===== src/rtl/com_tx_pkg.sv =====
// Shared definitions for the command-line transmitter: FSM states and the
// minimum hold/gap length that the receive filter needs to see a command.
package com_tx_pkg;

  typedef enum logic [1:0] {
    IDLE   = 2'd0,
    ASSERT = 2'd1,
    GAP    = 2'd2
  } tx_state_e;

  // The receive side debounces over 15 steps, so 16 clocks guarantees pickup and release.
  localparam int MIN_HOLD_CYCLES = 16;

  function automatic int max_cycles(input int a, input int b);
    return (a > b) ? a : b;
  endfunction

endpackage


===== src/rtl/com_tx_hold_if.sv =====
// Command request handshake between a command source and com_tx_hold.
interface com_tx_hold_if #(
  parameter int NUM_SIGNALS = 16
);
  logic [NUM_SIGNALS-1:0] com_req;
  logic                   com_valid;
  logic                   com_ready;

  modport master (output com_req, output com_valid, input com_ready);
  modport slave  (input com_req, input com_valid, output com_ready);
endinterface


===== src/rtl/com_tx_timer.sv =====
// Loadable down-counter that parks at zero; zero flag drives the FSM phase ends.
module com_tx_timer #(
  parameter int CNT_W = 5
) (
  input  logic             clk,
  input  logic             aclr_n,
  input  logic             load,
  input  logic [CNT_W-1:0] load_val,
  output logic             zero
);

  logic [CNT_W-1:0] cnt;

  always_ff @(posedge clk or negedge aclr_n) begin
    if (!aclr_n) begin
      cnt <= '0;
    end else if (load) begin
      cnt <= load_val;
    end else if (cnt != '0) begin
      cnt <= cnt - CNT_W'(1);
    end
  end

  assign zero = (cnt == '0);

endmodule


===== src/rtl/com_tx_hold.sv =====
// Holds each command on active-low lines for HOLD_CYCLES, then idles the lines
// for GAP_CYCLES; one command can wait in a pending slot while another is on air.
module com_tx_hold
  import com_tx_pkg::*;
#(
  parameter int NUM_SIGNALS = 16,
  parameter int HOLD_CYCLES = 20,
  parameter int GAP_CYCLES  = 20
) (
  input  logic                   clk,
  input  logic                   aclr_n,
  com_tx_hold_if.slave           cmd,
  input  logic                   abort,
  output logic [NUM_SIGNALS-1:0] out,
  output logic                   busy,
  output logic                   tx_done
);

  if (HOLD_CYCLES < MIN_HOLD_CYCLES || GAP_CYCLES < MIN_HOLD_CYCLES) begin : g_param_check
    $error("com_tx_hold: HOLD_CYCLES and GAP_CYCLES must be at least %0d", MIN_HOLD_CYCLES);
  end

  localparam int CNT_W = $clog2(max_cycles(HOLD_CYCLES, GAP_CYCLES));
  localparam logic [CNT_W-1:0] HOLD_LOAD = CNT_W'(HOLD_CYCLES - 1);
  localparam logic [CNT_W-1:0] GAP_LOAD  = CNT_W'(GAP_CYCLES - 1);

  tx_state_e              state_q, state_d;
  logic [NUM_SIGNALS-1:0] out_d;
  logic [NUM_SIGNALS-1:0] pend_q, pend_d;
  logic                   pend_empty_q, pend_empty_d;
  logic                   aborted_q, aborted_d;
  logic                   busy_d, done_d;
  logic                   tmr_load, tmr_zero;
  logic [CNT_W-1:0]       tmr_val;
  logic                   take;

  assign cmd.com_ready = pend_empty_q;
  // A zero request is a legal handshake but carries nothing to send.
  assign take = cmd.com_valid && pend_empty_q && !abort && (cmd.com_req != '0);

  com_tx_timer #(.CNT_W(CNT_W)) u_timer (
    .clk      (clk),
    .aclr_n   (aclr_n),
    .load     (tmr_load),
    .load_val (tmr_val),
    .zero     (tmr_zero)
  );

  always_comb begin
    state_d      = state_q;
    out_d        = out;
    pend_d       = pend_q;
    pend_empty_d = pend_empty_q;
    aborted_d    = aborted_q;
    done_d       = 1'b0;
    tmr_load     = 1'b0;
    tmr_val      = '0;
    case (state_q)
      IDLE: begin
        if (take) begin
          out_d     = ~cmd.com_req;
          tmr_load  = 1'b1;
          tmr_val   = HOLD_LOAD;
          aborted_d = 1'b0;
          state_d   = ASSERT;
        end
      end
      ASSERT: begin
        if (abort) begin
          out_d        = '1;
          pend_empty_d = 1'b1;
          aborted_d    = 1'b1;
          tmr_load     = 1'b1;
          tmr_val      = GAP_LOAD;
          state_d      = GAP;
        end else begin
          if (take) begin
            pend_d       = cmd.com_req;
            pend_empty_d = 1'b0;
          end
          if (tmr_zero) begin
            out_d    = '1;
            tmr_load = 1'b1;
            tmr_val  = GAP_LOAD;
            state_d  = GAP;
          end
        end
      end
      GAP: begin
        if (abort) pend_empty_d = 1'b1;
        if (tmr_zero) begin
          done_d = !aborted_q;
          if (!abort && !pend_empty_q) begin
            out_d        = ~pend_q;
            pend_empty_d = 1'b1;
            tmr_load     = 1'b1;
            tmr_val      = HOLD_LOAD;
            aborted_d    = 1'b0;
            state_d      = ASSERT;
          end else if (take) begin
            // Arrives on the closing edge of the gap: start it rather than strand it.
            out_d     = ~cmd.com_req;
            tmr_load  = 1'b1;
            tmr_val   = HOLD_LOAD;
            aborted_d = 1'b0;
            state_d   = ASSERT;
          end else begin
            state_d = IDLE;
          end
        end else if (take) begin
          pend_d       = cmd.com_req;
          pend_empty_d = 1'b0;
        end
      end
      default: state_d = IDLE;
    endcase
    busy_d = (state_d != IDLE);
  end

  always_ff @(posedge clk or negedge aclr_n) begin
    if (!aclr_n) begin
      state_q      <= IDLE;
      out          <= '1;
      pend_empty_q <= 1'b1;
      aborted_q    <= 1'b0;
      busy         <= 1'b0;
      tx_done      <= 1'b0;
    end else begin
      state_q      <= state_d;
      out          <= out_d;
      pend_empty_q <= pend_empty_d;
      aborted_q    <= aborted_d;
      busy         <= busy_d;
      tx_done      <= done_d;
    end
  end

  // Pending word is qualified by pend_empty_q, so it needs no reset.
  always_ff @(posedge clk) begin
    pend_q <= pend_d;
  end

endmodule

===== src/flat_wrapper.sv =====
// flat-port wrapper written by rule: the top's interface ports become plain ports
module com_tx_hold_flat import com_tx_pkg::*;
#(
  parameter int NUM_SIGNALS = 16,
  parameter int HOLD_CYCLES = 20,
  parameter int GAP_CYCLES  = 20
)
  (clk, aclr_n, abort, out, busy, tx_done, cmd_com_req, cmd_com_valid, cmd_com_ready);
  com_tx_hold_if #(.NUM_SIGNALS(NUM_SIGNALS)) cmd_i ();
  input  logic clk;
  input  logic aclr_n;
  input  logic abort;
  output logic [NUM_SIGNALS-1:0] out;
  output logic busy;
  output logic tx_done;
  input wire logic [$bits(cmd_i.com_req)-1:0] cmd_com_req;
  input wire logic [$bits(cmd_i.com_valid)-1:0] cmd_com_valid;
  output wire logic [$bits(cmd_i.com_ready)-1:0] cmd_com_ready;
  assign cmd_i.com_req = cmd_com_req;
  assign cmd_i.com_valid = cmd_com_valid;
  assign cmd_com_ready = cmd_i.com_ready;
  com_tx_hold #(.NUM_SIGNALS(NUM_SIGNALS), .HOLD_CYCLES(HOLD_CYCLES), .GAP_CYCLES(GAP_CYCLES)) u_core (.clk(clk), .aclr_n(aclr_n), .cmd(cmd_i), .abort(abort), .out(out), .busy(busy), .tx_done(tx_done));
endmodule

===== config.mk =====
export PLATFORM = sky130hd
export DESIGN_NAME = com_tx_hold_flat
export DESIGN_NICKNAME = d
export VERILOG_FILES = /design/src/rtl/com_tx_pkg.sv /design/src/rtl/com_tx_hold_if.sv /design/src/rtl/com_tx_timer.sv /design/src/rtl/com_tx_hold.sv /design/src/flat_wrapper.sv
export SDC_FILE = /design/constraint.sdc
export NUM_CORES = 1
export LEC_CHECK = 0
export ABC_AREA = 1
export CAP_MARGIN = 10
export CORE_MARGIN = 3
export CORE_UTILIZATION = 46
export DETAILED_ROUTE_END_ITERATION = 6
export MAX_ROUTING_LAYER = met4
export PLACE_DENSITY = 0.73
export SETUP_SLACK_MARGIN = 0.05
export SYNTH_ARGS = -nofsm -noshare
export SYNTH_HDL_FRONTEND = slang
export SYNTH_HIERARCHICAL = 1
export SYNTH_SLANG_ARGS = --single-unit

===== constraint.sdc =====
create_clock -name clk -period 2.1 [get_ports clk]
set_input_delay 0.63 -clock clk [delete_from_list [all_inputs] [get_ports clk]]
set_output_delay 0.63 -clock clk [all_outputs]
set_load 0.02 [all_outputs]

==> qor.csv, run 1 <==
stage;metric;value;unit
sta;rsz0062_at_grt;no;
grt;grt-ovfl-total;0;
route;drc;0;
grt;use_met2;37.16;%
final_layout;final_cell_count_no_fill;438;
critical_path;cp_max_fo;5;
sta;whs;0.4527;ns
placement;portBuffers;38;
final_layout;multi_input_area;0.001099;mm²
grt;antenna_found_initial;0;
die;row_count;25;
grt;grt_max_degree;28;
synth;synth_seq_cells;43;
placement;hpwl;4.202;mm
die;io-pin-count;39;
sta;finalCritPeriodShare;93.36;%
synth;yosysTopAreaCell;edfxtp_1;
route;viasPerCell;5.030;
clock_tree;cts_max_path_buffers;2;
grt;grt_util_met1;26.26;%
grt;grt.busiest_layer;met2;
final_layout;final_layout_size_suffix_gt1_share;26.95;%
clock_tree;cts.clk_slew.worst_paths;0.08;ns
sta;finClkSkew;0.005234;ns
clock_tree;root_buffer;clkbuf_8;
clock_tree;cts_buffers;5;
critical_path;critPathArrivalTime;2.18;ns
synth;yosysSeqAreaShare;48.83;%
final_layout;final_core_util;67.15;%
critical_path;cp.required;2.32;ns
die;dieHeight;78.40;µm
grt;groute.usage.overall;22.20;%
grt;met3_usage;4.702;%
synth;syn_area;0.002411;mm²
critical_path;start_kind;register;
route;wl_per_cell;14.03;µm
clock_tree;cts_tree;yes;
route;detail-route-antenna-nets;0;
critical_path;cpLargestDelayFamily;buffers and inverters;
die;dieArea;0.006146;mm²
synth;synth_area_leaders;edfxtp_1 20%, dfstp_2 19%, dfrtp_1 10%;
final_layout;nNetsFinal;395;
sta;drv_slew;0;
placement;dpl.cell_count;425;
synth;yosys_warnings;6;
synth;synth_top_cell_area_share;19.93;%
die;fp.dieW;78.40;µm
critical_path;slowest_stage;dfrtp_1;
synth;synth_area_per_cell;8.229;µm²
critical_path;cpPeakStageDelay;0.40;ns
sta;setup_viol;0;
final_layout;n_fill_cell;419;
job;drv_cap;0;
sta;hold_viol;0;
sta;fin_crit;1.961;ns
die;core_area;0.004880;mm²
critical_path;critical_path_buf_inv_count;4;
pwr;ir_drop;750.7;µV
die;start_util;49.41;%
critical_path;crit_type;reg -> reg;
critical_path;path_cells;inv_1 > ha_1 > nand3_2 > inv_4 > nand2_1 > inv_1 > nand2_2 > a21oi_4 > buf_6 > nand2_1 > o21ai_1 > nand2_2 > o21ai_1;
clock_tree;worstSkewPairLatency;0.29;ns
final_layout;layout_commonest_cell;nand2_1;
final_layout;final-seq-area;0.001177;mm²
status;status;finished, final reports clean;
route;routed-via-count;2203;
sta;fmax;510.0;MHz
final_layout;antenna_cells;0;
critical_path;rrSetupSlack;0.14;ns
critical_path;end_kind;register;
synth;yosysUniqueCellTypes;30;
placement;gp_congestion;0.8836;
placement;dp_slack;-0.6002;ns
synth;syn-instance-count;293;
clock_tree;cts.sinks;43;
pwr;powerDensity;1404;mW/mm²
grt;grt_pass1_vias;2164;
pwr;power_leakage;1.545;nW
final_layout;layout_common_cells;48 x nand2_1, 41 x nor2_1, 37 x nand3_1;
grt;grt_pass1_wl;10.19;mm
clock_tree;htree_levels;2;
route;drt_wl_total;6.147;mm
route;drtIter0Drc;124;
final_layout;area_delta_synth_final;35.91;%
sta;timing.final.ws_setup;0.1394;ns
min_path;hold_path_class;reg -> reg;
route;first_pass_iters;4;
final timing paths:
kind,from,to,cells past startpoint
worst max register to register,u_core/u_timer/cnt[0],u_core/u_timer/cnt[0],13
worst min-delay path,u_core/aborted_q,u_core/tx_done,1
max in group asynchronous,aclr_n,u_core/out[9],2
worst max-delay path,u_core/u_timer/cnt[0],u_core/u_timer/cnt[0],13
min in group asynchronous,aclr_n,u_core/tx_done,2
worst min register to register,u_core/aborted_q,u_core/tx_done,1
cell usage after synthesis (all sizes together):
cell type and number:
a21oi 19, nand2 60, nor2 51, nand3 39, buf 9, nand4 1
o21ai 10, edfxtp 16, dfrtp 10, inv 35, xnor2 1, dfstp 17
nand3b 1, clkbuf 1, conb 1, a22oi 1, ha 5, nor3 16
timing repair:
| item | 4_1_cts | 5_1_grt |
|---|---|---|
| pin swaps | 9 | 10 |
| cloned | 0 | 0 |
| resized for setup | 44 | 20 |
| endpoints found under the setup margin | 38 | 7 |
| hold buffers | 0 | 0 |
| setup buffers | 3 | 2 |
per-layer routing:
layer,vias up,share of wire [%]
li1,1104,-
met1,1042,43
met2,51,51
met3,6,4.9
met4,0,1.2
met5,-,0
worst register-to-register path, stage by stage (launching register included):
cell and delay, ns:
dfrtp_1 0.40, inv_1 0.11, ha_1 0.20, nand3_2 0.13, inv_4 0.10, nand2_1 0.10
inv_1 0.09, nand2_2 0.09, a21oi_4 0.25, buf_6 0.14, nand2_1 0.05, o21ai_1 0.11
nand2_2 0.07, o21ai_1 0.07
state kept, by name, summed over array words and instances, names as in the netlist:
register / cells
u_core/out: 16
u_core/pend_q: 16
u_core/u_timer/cnt: 5
u_core/state_q: 2
u_core/aborted_q: 1
u_core/busy: 1
u_core/cmd.com_ready: 1
u_core/tx_done: 1
metrics by stage:
step / power (mW) / cell area [µm²] / TNS, ns
final: 4.599 / 3277 / 0
after global placement: 3.864 / 3090 / -10.88
after floorplan: 3.050 / 2417 / 0
after global routing: 4.962 / 3277 / 0
after detailed placement: 3.942 / 3090 / -13.91
after CTS: 4.520 / 3221 / 0
final cells by class:
cell class                 count  area share [%]
sequential                    43           35.93
tap                           67           2.558
multi-input combinational    206           33.52
timing repair buffer          79           20.66
inverter                      35           4.086
clock buffer                   7           2.329
clock inverter                 1          0.9164
power breakdown:
part / switching [mW] / internal [mW] / total (mW)
registers: 0.207 / 1.30 / 1.50
clock network: 0.273 / 0.356 / 0.629
logic: 1.46 / 1.00 / 2.47
logic make-up (layout without fill, tap and decap cells):
kind of cell             count (synthesis)  in the layout  synth area share, %
AND/OR/NAND/NOR                        168            168                32.28
flip-flops                              43             43                48.83
AO/OA/AOI/OAI                           30             30                7.266
other                                    1              2               0.1555
adder cells (fa/ha/maj)                  5              5                2.595
XOR/XNOR                                 1              1               0.3633
buffers and inverters                   45            122                8.510
No activity file was read; power rests on OpenSTA's default activity.
==> run 2, diff against run 1 <==
- SETUP_SLACK_MARGIN: 0.05 -> 0.1
==> qor.csv, run 2 (synthesis results as in run 1) <==
stage;metric;value;unit;change
status;status;finished, final reports clean;;unchanged
critical_path;crit_type;in -> reg;;was reg -> reg
sta;rsz0062_at_grt;yes;;was no
grt;grt_util_met1;26.17;%;was 26.26%
clock_tree;cts_tree;yes;;unchanged
clock_tree;worstSkewPairLatency;0.29;ns;about the same
final_layout;layout_commonest_cell;nand2_1;;unchanged
min_path;hold_path_class;reg -> reg;;unchanged
placement;dp_slack;-0.5009;ns;was -0.6002 ns
clock_tree;cts.sinks;43;;unchanged
clock_tree;cts_buffers;5;;unchanged
critical_path;end_kind;register;;unchanged
sta;finalCritPeriodShare;90.41;%;was 93.36%
clock_tree;root_buffer;clkbuf_8;;unchanged
placement;gp_congestion;0.8648;;was 0.8836
final_layout;area_delta_synth_final;39.54;%;was 35.91%
final_layout;finalInstanceArea;0.003364;mm²;was 0.003277 mm²
grt;grt.busiest_layer;met2;;unchanged
pwr;total_power;4.630;mW;was 4.599 mW
sta;setup_tns;0;ns;unchanged
critical_path;cp.required;2.28;ns;was 2.32 ns
sta;finClkSkew;0.01167;ns;was 0.005234 ns
final_layout;n_fill_cell;425;;was 419
sta;hold_viol;0;;unchanged
critical_path;critPathArrivalTime;2.08;ns;was 2.18 ns
clock_tree;htree_levels;2;;unchanged
final_layout;layout_common_cells;48 x nand2_1, 40 x buf_4, 39 x nor2_1;;was 48 x nand2_1, 41 x nor2_1, 37 x nand3_1
die;row_count;25;;unchanged
route;routed-via-count;2201;;was 2,203
die;start_util;49.41;%;unchanged
route;wl_per_cell;14.11;µm;was 14.03 µm
route;drc;0;;unchanged
sta;drv_slew;0;;unchanged
final_layout;nNetsFinal;399;;was 395
sta;whs;0.4630;ns;was 0.4527 ns
placement;postPlaceCellArea;0.003089;mm²;was 0.003090 mm²
sta;fin_crit;1.899;ns;was 1.961 ns
clock_tree;holdBufCountCts;0;;unchanged
pwr;power_leakage;1.579;nW;was 1.545 nW
die;core_area;0.004880;mm²;unchanged
clock_tree;cts_max_path_buffers;2;;unchanged
final_layout;reg_top3;u_core/out: 16 flops, u_core/pend_q: 16 flops, u_core/u_timer/cnt: 5 flops;;unchanged
grt;grt_max_degree;28;;unchanged
grt;grt_pass1_wl;10.02;mm;was 10.19 mm
die;dieArea;0.006146;mm²;unchanged
sta;timing.final.ws_setup;0.2014;ns;was 0.1394 ns
route;viasPerCell;4.980;;was 5.030
route;detail-route-antenna-nets;0;;unchanged
placement;portBuffers;38;;unchanged
final_layout;antenna_cells;0;;unchanged
route;drtIter0Drc;172;;was 124
grt;use_met2;37.07;%;was 37.16%
die;dieHeight;78.40;µm;unchanged
sta;fmax;526.7;MHz;was 510.0 MHz
grt;groute.usage.overall;21.59;%;was 22.20%
critical_path;cp_max_fo;5;;unchanged
route;drt_wl_total;6.235;mm;was 6.147 mm
grt;met3_usage;4.014;%;was 4.702%
critical_path;rrSetupSlack;0.22;ns;was 0.14 ns
final_layout;final_layout_size_suffix_gt1_share;29.33;%;was 26.95%
pwr;powerDensity;1376;mW/mm²;was 1404 mW/mm²
final_layout;final_cell_count_no_fill;442;;was 438
clock_tree;cts.clk_slew.worst_paths;0.08;ns;about the same
final_layout;final_core_util;68.95;%;was 67.15%
placement;dpl.cell_count;426;;was 425
pwr;ir_drop;863.2;µV;was 750.7 µV
route;first_pass_iters;4;;unchanged
job;drv_cap;0;;unchanged
placement;hpwl;4.246;mm;was 4.202 mm
grt;grt_pass1_vias;2133;;was 2,164
die;fp.dieW;78.40;µm;unchanged
grt;grt-ovfl-total;0;;unchanged
sta;setup_viol;0;;unchanged
critical_path;start_kind;input pin;;was register
grt;antenna_found_initial;0;;unchanged
die;io-pin-count;39;;unchanged
[run 2: cell count changes in the layout (fill, tap and decap cells not counted), moves of 3 or more]
cell	change
dlygate4sd2_1	-10
buf_6	-3
nand2_4	+3
nand2_2	-3
buf_4	+4
clkdlybuf4s15_1	+9
[run 2: area by class of cell]
cell class	instances	area (µm²)	area share (%)
well taps	67	83.83	2.492
clock inverters	1	30.03	0.8925
multi-input cells	207	1152	34.25
flip-flops and latches	43	1177	34.99
repair buffers	82	710.7	21.12
inverters	35	133.9	3.979
clock buffers	7	76.32	2.268
[run 2: path summary, 6_finish.rpt]
kind / from / depth (start not counted) / to
min in group asynchronous: aclr_n / 2 / u_core/aborted_q
setup / recovery: cmd_com_req[4] / 14 / u_core/u_timer/cnt[1]
hold / removal: u_core/aborted_q / 1 / u_core/tx_done
setup reg to reg: u_core/u_timer/cnt[0] / 13 / u_core/u_timer/cnt[0]
max in group asynchronous: aclr_n / 2 / u_core/out[5]
hold reg to reg: u_core/aborted_q / 1 / u_core/tx_done
[run 2: worst max-delay path, cell delays in order]
cell	delay (ns)
dlygate4sd2_1	0.25
nor2_1	0.11
nand2_1	0.07
nor2_2	0.11
nand2_2	0.10
buf_8	0.14
nand3_4	0.06
nand2_2	0.06
inv_4	0.08
a21oi_4	0.07
inv_2	0.12
nand4_4	0.12
nand2_2	0.11
o21ai_2	0.05
[run 2: power by group]
part,internal [mW],switching (mW)
clock network,0.356,0.267
logic,1.02,1.49
registers,1.29,0.199
[run 2: what timing repair did]
item	in CTS	in global routing
gates resized for setup	51	34
pin swaps	17	22
buffers inserted	6	1
endpoints found under the setup margin	42	7
gates cloned	1	0
[run 2: metal layers]
metal | part of all wire [%] | routed length (µm)
met5 | 0 | 0
met4 | 0.45 | 28
met3 | 5.4 | 339
met2 | 53 | 3281
met1 | 41 | 2585
